## config.mk

```make
export PLATFORM = sky130hd
export DESIGN_NAME = led_pattern_driver
export DESIGN_NICKNAME = d
export VERILOG_FILES = /design/src/rtl/led_pkg.sv /design/src/rtl/led_pattern_driver_tick_div.sv /design/src/rtl/led_pattern_driver.sv
export SDC_FILE = /design/constraint.sdc
export NUM_CORES = 1
export LEC_CHECK = 0
export CORE_MARGIN = 2
export CORE_UTILIZATION = 57
export CTS_BUF_LIST = sky130_fd_sc_hd__clkbuf_4
export CTS_CLUSTER_SIZE = 12
export DETAILED_ROUTE_END_ITERATION = 6
export PLACE_DENSITY = 0.78
export RECOVER_POWER = 25
export SETUP_SLACK_MARGIN = 0.5
export SLEW_MARGIN = 10
export SYNTH_ARGS = -nofsm -noshare
export SYNTH_HDL_FRONTEND = slang
export SYNTH_HIERARCHICAL = 1
export SYNTH_SLANG_ARGS = --single-unit
```

## constraint.sdc

```tcl
create_clock -name CLOCK_50 -period 2.6 [get_ports CLOCK_50]
set_input_delay 0.78 -clock CLOCK_50 [delete_from_list [all_inputs] [get_ports CLOCK_50]]
set_output_delay 0.78 -clock CLOCK_50 [all_outputs]
set_load 0.1 [all_outputs]
```

## src/rtl/led_pkg.sv

```systemverilog
`default_nettype none
`timescale 1ns/1ps
// ============================================================================
// Module   : led_pkg
// Brief    : Shared mode encodings, ramp direction type and dim-level helper.
// Revision : 1.0 - initial release
// ============================================================================
package led_pkg;

  localparam logic [1:0] MODE_BREATHE = 2'd0;
  localparam logic [1:0] MODE_SCAN    = 2'd1;
  localparam logic [1:0] MODE_BINARY  = 2'd2;
  localparam logic [1:0] MODE_ON      = 2'd3;

  typedef enum logic {
    DIR_UP   = 1'b0,
    DIR_DOWN = 1'b1
  } dir_e;

  // Neighbour glow of the scanner: one eighth of full PWM scale.
  function automatic int dim_level(input int pwm_bits);
    return (1 << pwm_bits) / 8;
  endfunction

endpackage
`default_nettype wire

```

## src/rtl/led_pattern_driver_tick_div.sv

```systemverilog
`default_nettype none
`timescale 1ns/1ps
// ============================================================================
// Module   : tick_div
// Brief    : Enable-gated modulo-N counter; one-cycle pulse every N enabled cycles.
// Revision : 1.0 - initial release
// ============================================================================
module tick_div #(
  parameter int N = 2
) (
  input  logic clk,
  input  logic rst_n,
  input  logic i_en,
  output logic o_pulse
);

  localparam int                c_cnt_w = (N > 1) ? $clog2(N) : 1;
  localparam logic [c_cnt_w-1:0] c_last = c_cnt_w'(N - 1);

  logic [c_cnt_w-1:0] r_cnt;

  // Pulse is combinational so a downstream divider enabled by it sees the same cycle.
  assign o_pulse = i_en && (r_cnt == c_last);

  always_ff @(posedge clk or negedge rst_n) begin
    if (!rst_n) begin
      r_cnt <= '0;
    end else if (i_en) begin
      r_cnt <= o_pulse ? '0 : r_cnt + c_cnt_w'(1);
    end
  end

endmodule
`default_nettype wire

```

## src/rtl/led_pattern_driver.sv

```systemverilog
`default_nettype none
`timescale 1ns/1ps
// ============================================================================
// Module   : led_pattern_driver
// Brief    : Board LED display stage: breathing, scanner, binary count, all-on.
// Revision : 1.0 - initial release
// ============================================================================
module led_pattern_driver
  import led_pkg::*;
#(
  parameter int CLK_HZ     = 50_000_000,
  parameter int STEP_HZ    = 500,
  parameter int PWM_BITS   = 8,
  parameter int SCAN_STEPS = 25,
  parameter int NLEDS      = 10
) (
  input  logic             CLOCK_50,
  input  logic             RESET_N,
  input  logic [1:0]       SW,
  input  logic             EN,
  output logic [NLEDS-1:0] LEDR
);

  localparam int                  c_div      = CLK_HZ / STEP_HZ;
  localparam int                  c_pos_w    = $clog2(NLEDS);
  localparam logic [PWM_BITS-1:0] c_max      = '1;
  localparam logic [PWM_BITS-1:0] c_dim      = PWM_BITS'(dim_level(PWM_BITS));
  localparam logic [c_pos_w-1:0]  c_pos_last = c_pos_w'(NLEDS - 1);

  logic [1:0]          r_sw_meta, r_sw_s;
  logic                r_en_meta, r_en_s;
  logic [PWM_BITS-1:0] r_pwm_cnt, r_lvl;
  dir_e                r_dir, r_sdir;
  logic [c_pos_w-1:0]  r_pos;
  logic [NLEDS-1:0]    r_bin, r_led;
  logic [NLEDS-1:0]    w_scan_led, w_led_next;
  logic                w_step, w_scan, w_pwm_on, w_dim;

  tick_div #(.N(c_div)) u_prescale (
    .clk     (CLOCK_50),
    .rst_n   (RESET_N),
    .i_en    (r_en_s),
    .o_pulse (w_step)
  );

  tick_div #(.N(SCAN_STEPS)) u_scan_div (
    .clk     (CLOCK_50),
    .rst_n   (RESET_N),
    .i_en    (w_step),
    .o_pulse (w_scan)
  );

  assign w_pwm_on = (r_pwm_cnt < r_lvl);
  assign w_dim    = (r_pwm_cnt < c_dim);

  // Edge LEDs have only one neighbour; guards keep i+1 from aliasing when NLEDS is a power of two.
  for (genvar i = 0; i < NLEDS; i++) begin : g_scan
    logic w_left, w_right;
    if (i > 0) begin : g_has_left
      assign w_left = (r_pos == c_pos_w'(i - 1));
    end else begin : g_no_left
      assign w_left = 1'b0;
    end
    if (i < NLEDS - 1) begin : g_has_right
      assign w_right = (r_pos == c_pos_w'(i + 1));
    end else begin : g_no_right
      assign w_right = 1'b0;
    end
    assign w_scan_led[i] = (r_pos == c_pos_w'(i)) | ((w_left | w_right) & w_dim);
  end

  always_comb begin
    w_led_next = '0;
    case (r_sw_s)
      MODE_BREATHE: w_led_next = {NLEDS{w_pwm_on}};
      MODE_SCAN:    w_led_next = w_scan_led;
      MODE_BINARY:  w_led_next = r_bin;
      MODE_ON:      w_led_next = '1;
      default:      w_led_next = '0;
    endcase
  end

  always_ff @(posedge CLOCK_50 or negedge RESET_N) begin
    if (!RESET_N) begin
      r_sw_meta <= '0;
      r_sw_s    <= '0;
      r_en_meta <= 1'b0;
      r_en_s    <= 1'b0;
      r_pwm_cnt <= '0;
      r_lvl     <= '0;
      r_dir     <= DIR_UP;
      r_pos     <= '0;
      r_sdir    <= DIR_UP;
      r_bin     <= '0;
      r_led     <= '0;
    end else begin
      r_sw_meta <= SW;
      r_sw_s    <= r_sw_meta;
      r_en_meta <= EN;
      r_en_s    <= r_en_meta;
      r_pwm_cnt <= r_pwm_cnt + PWM_BITS'(1);
      r_led     <= w_led_next;

      if (w_step) begin
        if (r_dir == DIR_UP) begin
          if (r_lvl == c_max) begin
            r_dir <= DIR_DOWN;
            r_lvl <= c_max - PWM_BITS'(1);
          end else begin
            r_lvl <= r_lvl + PWM_BITS'(1);
          end
        end else if (r_lvl == '0) begin
          r_dir <= DIR_UP;
          r_lvl <= PWM_BITS'(1);
        end else begin
          r_lvl <= r_lvl - PWM_BITS'(1);
        end
      end

      if (w_scan) begin
        r_bin <= r_bin + NLEDS'(1);
        if (r_sdir == DIR_UP) begin
          if (r_pos == c_pos_last) begin
            r_sdir <= DIR_DOWN;
            r_pos  <= c_pos_last - c_pos_w'(1);
          end else begin
            r_pos <= r_pos + c_pos_w'(1);
          end
        end else if (r_pos == '0) begin
          r_sdir <= DIR_UP;
          r_pos  <= c_pos_w'(1);
        end else begin
          r_pos <= r_pos - c_pos_w'(1);
        end
      end
    end
  end

  assign LEDR = r_led;

endmodule
`default_nettype wire

```

* After elaboration in Yosys (flattened, before gate mapping)
Cells that the tools add are included.
Storage, ports and cells: flip-flop bits (word level) 70, bits of input ports 5, output and inout port bits 10, word-level logic and storage cells 86
Cells by class: $add $sub $neg 8, $lt $le $gt $ge 2, equal/unequal tests 15, mux-type cells 15, bitwise logic cells 28, reduce and logical (&&, ||, !) cells 5
Operators by type and width (number):
- one-hot mux 10 bit (4 select lines) | 1
- two-way mux 8 bit | 3
- bitwise OR 1 bit | 18
- adder 17 x 1 -> 17 bit (second input constant) | 1
- == test 17 bit (second input constant) | 1
- two-way mux 17 bit | 1
- adder 8 x 1 -> 8 bit (second input constant) | 2
- == test 4 x 3 -> 1 bit (second input constant) | 4
- two-way mux 4 bit | 3
- adder 10 x 1 -> 10 bit (second input constant) | 1
- AND 1 bit | 10
- == test 4 x 2 -> 1 bit (second input constant) | 2
- == test 4 bit (second input constant) | 2
- == test 8 bit (second input constant) | 1
- logical NOT 8 bit | 1
- less-than comparator 8 x 6 -> 1 bit (second input constant) | 1
- less-than comparator 8 bit | 1
- subtractor 8 x 1 -> 8 bit (second input constant) | 1
- two-way mux 1 bit | 6
- adder 5 x 1 -> 5 bit (second input constant) | 1
- == test 5 bit (second input constant) | 1
- two-way mux 5 bit | 1
- adder 4 x 1 -> 4 bit (second input constant) | 1
- == test 2 bit (second input constant) | 2
- 6 further kinds | 7

* Logic depth before layout (Yosys ltp)
Gate-level depths: netlist of run 1.
depth in word-level cells 5, depth in mapped cells 11, gate-level depth less buffers 10

* Modules after synthesis
Netlist of run 1, hierarchy kept.
By module, submodules not included:
- led_pattern_driver | times used 1, cells each 270, area an instance 2627.5 µm², seq. area each 1201.2 µm²
- tick_div (u_prescale) | times used 1, cells each 83, area an instance 855.8 µm², seq. area each 425.4 µm²
- tick_div (u_scan_div) | times used 1, cells each 28, area an instance 289.0 µm², seq. area each 125.1 µm²

* Least setup slack after synthesis of run 1
Ideal clock, no wire load.
path type reg-to-reg, start reg u_prescale.r_cnt[0], end reg r_sdir, setup time 119 ps, data arrival time 2675 ps, data required time 2481 ps, slack -194 ps, cell stages (with the launch flop) 11, path buffers 1, period minus slack after synthesis 2794 ps, cells stage by stage dfrtp_1 -> ha_1 -> and3_1 -> nand4_2 -> nor3_4 -> buf_4 -> nand2_4 -> nor3_4 -> or4b_2 -> a21oi_1 -> nor2_1
On the way: longest elaborated chain between the ends 3
Ends and longest elaborated chain:
- start, declared | line led_pattern_driver_tick_div.sv:20 | logic [c_cnt_w-1:0] r_cnt;
- start signal, assigned | line led_pattern_driver_tick_div.sv:29 | r_cnt <= o_pulse ? '0 : r_cnt + c_cnt_w'(1);
- == test 17 bit | line led_pattern_driver_tick_div.sv:23 | assign o_pulse = i_en && (r_cnt == c_last);
- logical AND 1 bit | line led_pattern_driver_tick_div.sv:23
- net w_step | line led_pattern_driver.sv:37 | logic w_step, w_scan, w_pwm_on, w_dim;
- logical AND 1 bit | line led_pattern_driver_tick_div.sv:23
- net w_scan | line led_pattern_driver.sv:37
- end signal, assigned | line led_pattern_driver.sv:93 | r_sdir <= DIR_UP;
- end signal, assigned | line led_pattern_driver.sv:124 | r_sdir <= DIR_DOWN;
- end signal, assigned | line led_pattern_driver.sv:130 | r_sdir <= DIR_UP;
- end, declared | line led_pattern_driver.sv:33 | dir_e r_dir, r_sdir;
The timed path passes the listed nets, and every way through them passes these cells. A chain may end at the register's enable or synchronous reset.

* Final worst setup path of run 1
start reg u_prescale.r_cnt[8], end reg r_bin[6]
On the way: longest elaborated chain between the ends 3
Ends and longest elaborated chain:
- == test 17 bit | line led_pattern_driver_tick_div.sv:23
- logical AND 1 bit | line led_pattern_driver_tick_div.sv:23
- net w_step | line led_pattern_driver.sv:37
- logical AND 1 bit | line led_pattern_driver_tick_div.sv:23
- net w_scan | line led_pattern_driver.sv:37
- end signal, assigned | line led_pattern_driver.sv:121 | r_bin <= r_bin + NLEDS'(1);
- end, declared | line led_pattern_driver.sv:35 | logic [NLEDS-1:0] r_bin, r_led;
The timed path passes the listed nets, and every way through them passes these cells.

==> summary.md, run 1 <==
| Metric | Value |
|---|---|
| Unique masters post-synth | 60 |
| Async set-reset flop share out of synthesis | 1.000 |
| Die width | about 85 µm |
| Routed Antenna Nets | 0 |
| Crit path kind | reg -> reg |
| Grt met1 use | 0.3202 |
| Synth-to-layout area growth | 19.01% |
| Total wire length | approximately 8600 µm |
| GRT Util Overall | 0.2361 |
| Setup TNS | 0 ps |
| CTS buffer count | 9 |
| Initial core utilization | 0.5907 |
| Final GP Congestion | 0.8573 |
| Int Pwr | 0.001730 W |
| Final Slew Violations | ~70 |
| CTS tree | yes |
| Largest net degree at the start of global routing | 71 |
| Core Region | ~6400 µm² |
| Grt peak-use layer | met2 |
| Number of flops mapped to enable cells by yosys | 0 |
| Drt first pass iters | 5 |
| Layout Cells excl Fill | 506 |
| Clk network pwr share | 0.381 |
| WP data required | just under 3000 ps |
| CP max FO | 5 |
| Synth warn | 6 |
| Clk slew on worst S/H paths | roughly 130 ps |
| Crit. End Element | register |
| Mapped cell area | 3772 µm² |
| Failing checks | max-capacitance violations, max-slew violations |
| F_max | around 460 MHz |
| Status | finished, violations left |
| Sequential-to-total area share from yosys stat | 0.4643 |
| Min-delay worst type | reg -> reg |
| I/O Pins | 15 |
| Port buffer count | 14 |
| MaxCap Viol Count | 1 |
| Latest clock arrival within the worst-skew pair | around 420 ps |
| Leakage power total | between 2 and 2.5 nW |
| Period utilization | 0.8431 |
| Remaining DRCs | 0 |
| Post-layout nets | ~440 |
| Comb power frac | 0.107 |
| Placed Cells | between 400 and 500 |
| Top cells by area, synth | dfrtp_1 (46%), ha_1 (5.0%), xnor2_1 (4.4%), o21ai_0 (3.6%), xor2_1 (3.0%) |
| Initial drt markers | 265 |
| Sequential Power Share | 0.512 |
| Fin crit period | roughly 2200 ps |
| Skew final | approximately 11 ps |
| Met3 Track Usage GR | 0.05058 |
| Htree depth | 3 |
| Met2 usage | 0.3743 |
| Final hold vios | 0 |
| Total grt overflow | 0 |
| Arr. time, crit path | roughly 2500 ps |
| Sw Share | 0.2715 |
| First-pass GRT wire length | 13590 µm |
| Layout fillers | between 400 and 500 |
| Clk sink count | 70 |
| HPWL Detailed | around 5200 µm |
| Hold_buf cts | 0 |
| DIE HEIGHT | approximately 85 µm |
| Vias per cell | between 6 and 7 |
| Area share of the largest cell type after synthesis | 0.4643 |
| Die area | ~7300 µm² |
| Clk root buf | clkbuf_4 |
| Post-Syn Area per Cell | about 9.9 µm² |
| Power Dens Cells | 528.9 nW/µm² |
| Worst setup SP type | register |
| Worst-Margin Slew | around 1700 ps |
| WL per Instance | between 15 and 20 µm |
| Worst vdd ir | about 0.46 mV |
| Syn_nets | 401 |
| Primary FF master, synth | dfrtp_1 |
| Net switching power | ~0.00064 W |
| Cell accounting for the most synthesized area | dfrtp_1 |
| Initial antenna violation count | 0 |
| Max Root-Sink Buffers | 2 |
| Detailed-route via count | 3088 |
| Synth Instances | 381 |
| Std-Cell Rows | 29 |
| #FFs+latches synth | 70 |
| Relative slew slack | -0.1274 |
| RSZ-0062 raised after global routing | true |
| Final setup violation count | 0 |
| Diodes inserted | 0 |
| Vias in the first global route | roughly 2800 |
| Share of cells above drive strength 1 | 0.2261 |
[repair_timing]
item / in CTS / in global routing
resized for setup: 7 / 23
endpoints found under the setup margin: 15 / 28
cloned: 0 / 2
pin swaps: 3 / 5
buffers inserted: 8 / 15
[layer usage]
metal | up-vias | routed length (µm)
li1 | 1448 | -
met1 | 1508 | 3683
met2 | 117 | 4276
met3 | 15 | 542
met5 | - | 0
met4 | 0 | 135
[worst paths after layout]
path | from | endpoint | slack, ps | cells after the start
min in group asynchronous | RESET_N | r_pos[3] | 870 | 2
max in group asynchronous | RESET_N | r_lvl[5] | 610 | 2
max reg2reg | u_prescale/r_cnt[8] | r_bin[6] | 410 | 10
min | r_sw_meta[0] | r_sw_s[0] | 370 | 0
max | u_prescale/r_cnt[8] | r_bin[6] | 410 | 10
min reg2reg | r_sw_meta[0] | r_sw_s[0] | 370 | 0
[flip-flops by register name, indices dropped and copies added, names as in the netlist]
register          cells
u_prescale/r_cnt     17
LEDR                 10
r_bin                10
r_lvl                 8
r_pwm_cnt             8
u_scan_div/r_cnt      5
r_pos                 4
r_sw_meta             2
r_sw_s                2
r_dir                 1
r_en_meta             1
r_en_s                1
r_sdir                1
[power by group through the flow]
stage | registers [W] | clock network, W | logic [W]
after detailed placement | 0.00124 | 0 | 0.000211
after global placement | 0.00123 | 0 | 0.000207
after global routing | 0.00122 | 0.000966 | 0.000278
final | 0.00122 | 0.000904 | 0.000254
after CTS | 0.00121 | 0.000919 | 0.000249
after floorplan | 0.00127 | 0 | 0.000113
[cells in the final DEF, fill, tap and decap left out, types with 4 or more instances in the layout]
cell	n
a21oi_1	16
a31oi_1	7
buf_4	35
clkbuf_4	9
dfrtp_1	65
dfrtp_2	5
ha_1	14
inv_1	20
mux2i_1	6
nand2_1	30
nand2b_1	10
nand3_1	13
nand4_1	12
nor2_1	27
nor2b_1	5
nor3_1	4
nor4_1	8
o21ai_0	25
o22ai_1	4
xnor2_1	19
xor2_1	13
[worst max-delay path, stage by stage, from the launching register on]
cell and delay [ps]:
dfrtp_1 420, nor4_1 300, nand2_1 150, nor3_4 250
nand2_4 70, nor3_4 230, nand4_1 180, buf_4 180
buf_6 120, nor2_4 70, xor2_1 140
[layout make-up]
type	count	area, µm²	share of cell area
clock buffer	9	67.56	0.01505
sequential	70	1758	0.3916
clock inverter	7	120.1	0.02676
inverter	21	82.58	0.01839
multi-input combinational	276	1958	0.4362
tap	77	96.34	0.02146
timing repair buffer	46	406.6	0.09058
[metrics by stage]
step | power (W) | area [µm²] | hold WS [ps] | util | worst slack, ps
finish | 0.002375 | 4489 | 366.0 | 0.7030 | 408.0
floorplan | 0.001379 | 3805 | 331.2 | - | 68.76
detailed placement | 0.001448 | 3989 | 336.3 | 0.6246 | 339.7
global route | 0.002468 | 4489 | 371.0 | 0.7030 | 202.9
CTS | 0.002375 | 4258 | 363.6 | 0.6667 | 447.5
global placement | 0.001441 | 3989 | 333.2 | 0.6246 | 396.1
[cells by family after synthesis]
family | after synthesis | synth area share
fa+ha+maj | 15 | 0.04975
xor+xnor | 32 | 0.07430
mux | 7 | 0.01891
flops | 70 | 0.4643
compound gates | 78 | 0.1284
buf+inv | 35 | 0.04311
simple gates | 144 | 0.2212
[synthesized netlist by cell type, drive strengths merged, types with 2 or more instances]
library cell / number
nand4: 14
a31oi: 7
nand3b: 2
o21ai: 29
mux2i: 6
and4: 4
nor3: 9
inv: 21
o22ai: 4
nor4: 8
or3: 2
and3: 4
dfrtp: 70
a32oi: 2
o211ai: 2
xnor2: 19
or4b: 3
ha: 15
nor4b: 2
xor2: 13
nor2b: 5
nand3: 13
a31o: 2
a2111oi: 2
nand2b: 10
buf: 9
nand2: 31
nor2: 32
clkbuf: 5
a211oi: 5
a21oi: 17
Power figures use the tool's default switching activity.
==> run 2, diff against run 1 <==
- CORE_UTILIZATION: 57 -> 63
- PLACE_DENSITY: 0.78 -> 0.82
- clock period: 2.6 -> 2.04 ns (I/O delays scaled with it)
==> summary.md, run 2 (same netlist as run 1, synthesis figures left out) <==
| Metric | Value |
|---|---|
| GRT Util Overall | 0.3192 (was 0.2361) |
| Comb power frac | 0.183 (was 0.107) |
| Failing checks | max-capacitance violations, max-slew violations, negative setup slack (was max-capacitance violations, max-slew violations) |
| Arr. time, crit path | 2620 ps (was 2540 ps) |
| Vias per cell | 6.573 (was 6.103) |
| Top reg by flops | u_prescale/r_cnt (unchanged) |
| Die width | 81.38 µm (was 85.35 µm) |
| Power Dens Cells | 563.6 nW/µm² (was 528.9 nW/µm²) |
| Grt peak-use layer | met2 (unchanged) |
| Diodes inserted | 0 (unchanged) |
| Latest clock arrival within the worst-skew pair | 450 ps (was 420 ps) |
| Initial antenna violation count | 0 (unchanged) |
| DP Area | 4265 µm² (was 3989 µm²) |
| WHS Endpoint | r_sw_s[1] (was r_sw_s[0]) |
| Met3 Track Usage GR | 0.06333 (was 0.05058) |
| Leakage power total | 2.208 nW (was 2.021 nW) |
| Delay of the slowest critical-path stage | 390 ps (was 420 ps) |
| Skew final | 19.84 ps (was 11.31 ps) |
| Post-layout nets | 462 (was 444) |
| Most frequent cells in the layout | dfrtp_1 (67), buf_4 (28), nand2_1 (26) (was dfrtp_1 (65), buf_4 (35), nand2_1 (30)) |
| Min-Delay Path Depth | 0 (unchanged) |
| Synth-to-layout area growth | 32.11% (was 19.01%) |
| Worst setup SP type | register (unchanged) |
| Layout fillers | 272 (was 464) |
| Crit path max-delay cell type | dfrtp_1 (unchanged) |
| Int Pwr | 0.001912 W (was 0.001730 W) |
| Detailed-route via count | 3431 (was 3088) |
| I/O Pins | 15 (unchanged) |
| Std-Cell Rows | 28 (was 29) |
| Sequential Power Share | 0.538 (was 0.512) |
| CTS tree | yes (unchanged) |
| Setup WS post-layout | -220.5 ps (was 408.0 ps) |
| Core Region | 5851 µm² (was 6386 µm²) |
| Relative slew slack | -0.1051 (was -0.1274) |
| Crit path kind | reg -> reg (unchanged) |
| Share of cells above drive strength 1 | 0.3356 (was 0.2261) |
| Initial core utilization | 0.6448 (was 0.5907) |
| Max Root-Sink Buffers | 2 (unchanged) |
| Hold Slack | 366.5 ps (was 366.0 ps) |
| Final setup violation count | 27 (was 0) |
| First-pass GRT wire length | 15750 µm (was 13590 µm) |
| Min-delay worst type | reg -> reg (unchanged) |
| Crit path cell chain | ha_2 > and3_4 > nand4_4 > nor3_4 > nand2_4 > nor3_4 > nand4_1 > buf_4 > nor2_4 > xor2_1 (was nor4_1 > nand2_1 > nor3_4 > nand2_4 > nor3_4 > nand4_1 > buf_4 > buf_6 > nor2_4 > xor2_1) |
| Fin crit period | 2261 ps (was 2192 ps) |
| Dpl ws | -173.5 ps (was 339.7 ps) |
| Clk sink count | 70 (unchanged) |
| RSZ-0062 raised after global routing | true (unchanged) |
| Hold wc startpoint | r_sw_meta[1] (was r_sw_meta[0]) |
| Status | finished, violations left (unchanged) |
| CP max FO | 4 (was 5) |
| HPWL Detailed | 5305 µm (was 5210 µm) |
| R2r endpoint | r_bin[6] (unchanged) |
| Total Power | 0.002809 W (was 0.002375 W) |
| Final Slew Violations | 71 (unchanged) |
| Drt first pass iters | 5 (unchanged) |
| Initial drt markers | 505 (was 265) |
| Final GP Congestion | 0.8714 (was 0.8573) |
| MaxCap Viol Count | 1 (unchanged) |
| DIE HEIGHT | 81.38 µm (was 85.35 µm) |
| Largest register FFs | 17 (unchanged) |
| Total wire length | 10480 µm (was 8638 µm) |
| Vias in the first global route | 3230 (was 2831) |
| Sw Share | 0.3194 (was 0.2715) |
| FF-to-FF Start | u_prescale/r_cnt[1] (was u_prescale/r_cnt[8]) |
| Die area | 6623 µm² (was 7285 µm²) |
| Largest net degree at the start of global routing | 71 (unchanged) |
| Port buffer count | 14 (unchanged) |
| Worst path top cell family by delay | simple AND/OR/NAND/NOR gates (unchanged) |
| Commonest non-fill, non-tap cell in the layout | dfrtp_1 (unchanged) |
| Crit path buf inv count | 1 (was 2) |
| Final Core Density | 0.8518 (was 0.7030) |
| Total grt overflow | 0 (unchanged) |
| Clk root buf | clkbuf_4 (unchanged) |
| Grt met1 use | 0.4026 (was 0.3202) |
| Worst vdd ir | 0.4254 mV (was 0.4572 mV) |
| Final instance area | 4984 µm² (was 4489 µm²) |
| Crit. End Element | register (unchanged) |
| CP dominant cell by count | nor3_4 (unchanged) |
| Hold_buf cts | 0 (unchanged) |
| Net switching power | 0.0008970 W (was 0.0006446 W) |
| Remaining DRCs | 0 (unchanged) |
| Clk slew on worst S/H paths | 120 ps (was 130 ps) |
| Htree depth | 3 (unchanged) |
| CTS buffer count | 9 (unchanged) |
| Final hold vios | 0 (unchanged) |
| Met2 usage | 0.5369 (was 0.3743) |
| R2r setup slk | -220 ps (was 410 ps) |
| WP data required | 2400 ps (was 2940 ps) |
| Worst-Margin Slew | 1658 ps (was 1691 ps) |
| FF-to-FF path depth | 10 (unchanged) |
| Clk network pwr share | 0.279 (was 0.381) |
| Routed Antenna Nets | 0 (unchanged) |
| F_max | 442.4 MHz (was 456.2 MHz) |
| Period utilization | 1.108 (was 0.8431) |
| WL per Instance | 20.07 µm (was 17.07 µm) |
## run 2: power by group through the flow
stage,clock [W],combinational (W),sequential (W)
2_1_floorplan,0,0.000147,0.00161
3_3_place_gp,0,0.000432,0.00152
3_5_place_dp,0,0.000440,0.00153
4_1_cts,0.000762,0.000480,0.00151
5_1_grt,0.000847,0.000545,0.00152
6_report,0.000784,0.000514,0.00151
## run 2: stage by stage
stage,std cells,setup TNS (ps)
5_1_grt,522,-6545
6_report,522,-3747
2_1_floorplan,381,-5667
4_1_cts,516,-670.6
3_5_place_dp,479,-1385
3_3_place_gp,479,-48.48
## run 2: worst max-delay path by stage
stage                   startpoint       end  slack (ps)  depth (start not counted)
2_1_floorplan  u_prescale/r_cnt[0]    r_sdir        -490                         10
3_3_place_gp   u_prescale/r_cnt[1]  r_lvl[0]         -50                          8
3_5_place_dp   u_prescale/r_cnt[5]  r_lvl[0]        -170                          7
4_1_cts        u_prescale/r_cnt[5]  r_bin[9]        -120                          9
5_1_grt        u_prescale/r_cnt[1]  r_lvl[6]        -360                         11
6_report       u_prescale/r_cnt[1]  r_bin[6]        -220                         10
## run 2: layout make-up
type / count / area (µm²) / area share
Timing Repair Buffer: 64 / 757.0 / 0.1519
Tap cell: 75 / 93.84 / 0.01883
Inverter: 21 / 82.58 / 0.01657
Clock buffer: 9 / 67.56 / 0.01356
Sequential cell: 70 / 1755 / 0.3522
Clock inverter: 7 / 41.29 / 0.008285
Multi-Input combinational cell: 276 / 2186 / 0.4386
## run 2: routing by layer
layer,vias to the layer above,wire (µm)
met4,0,483
li1,1485,-
met3,69,642
met1,1666,4139
met2,211,5211
met5,-,0
## run 2: timing repair
action	in CTS	in global routing
gates cloned	2	0
gates resized for setup	63	34
setup endpoints to repair	58	59
pin swaps	9	12
setup buffers	19	6
## run 2: worst reg2reg max path, delay by kind of cell, from the launching register on
family	cells	cell delay, ps
AND/OR/NAND/NOR	7	1190
flip-flops	1	390
buffers and inverters	1	230
adder cells (fa/ha/maj)	1	190
XOR/XNOR	1	190
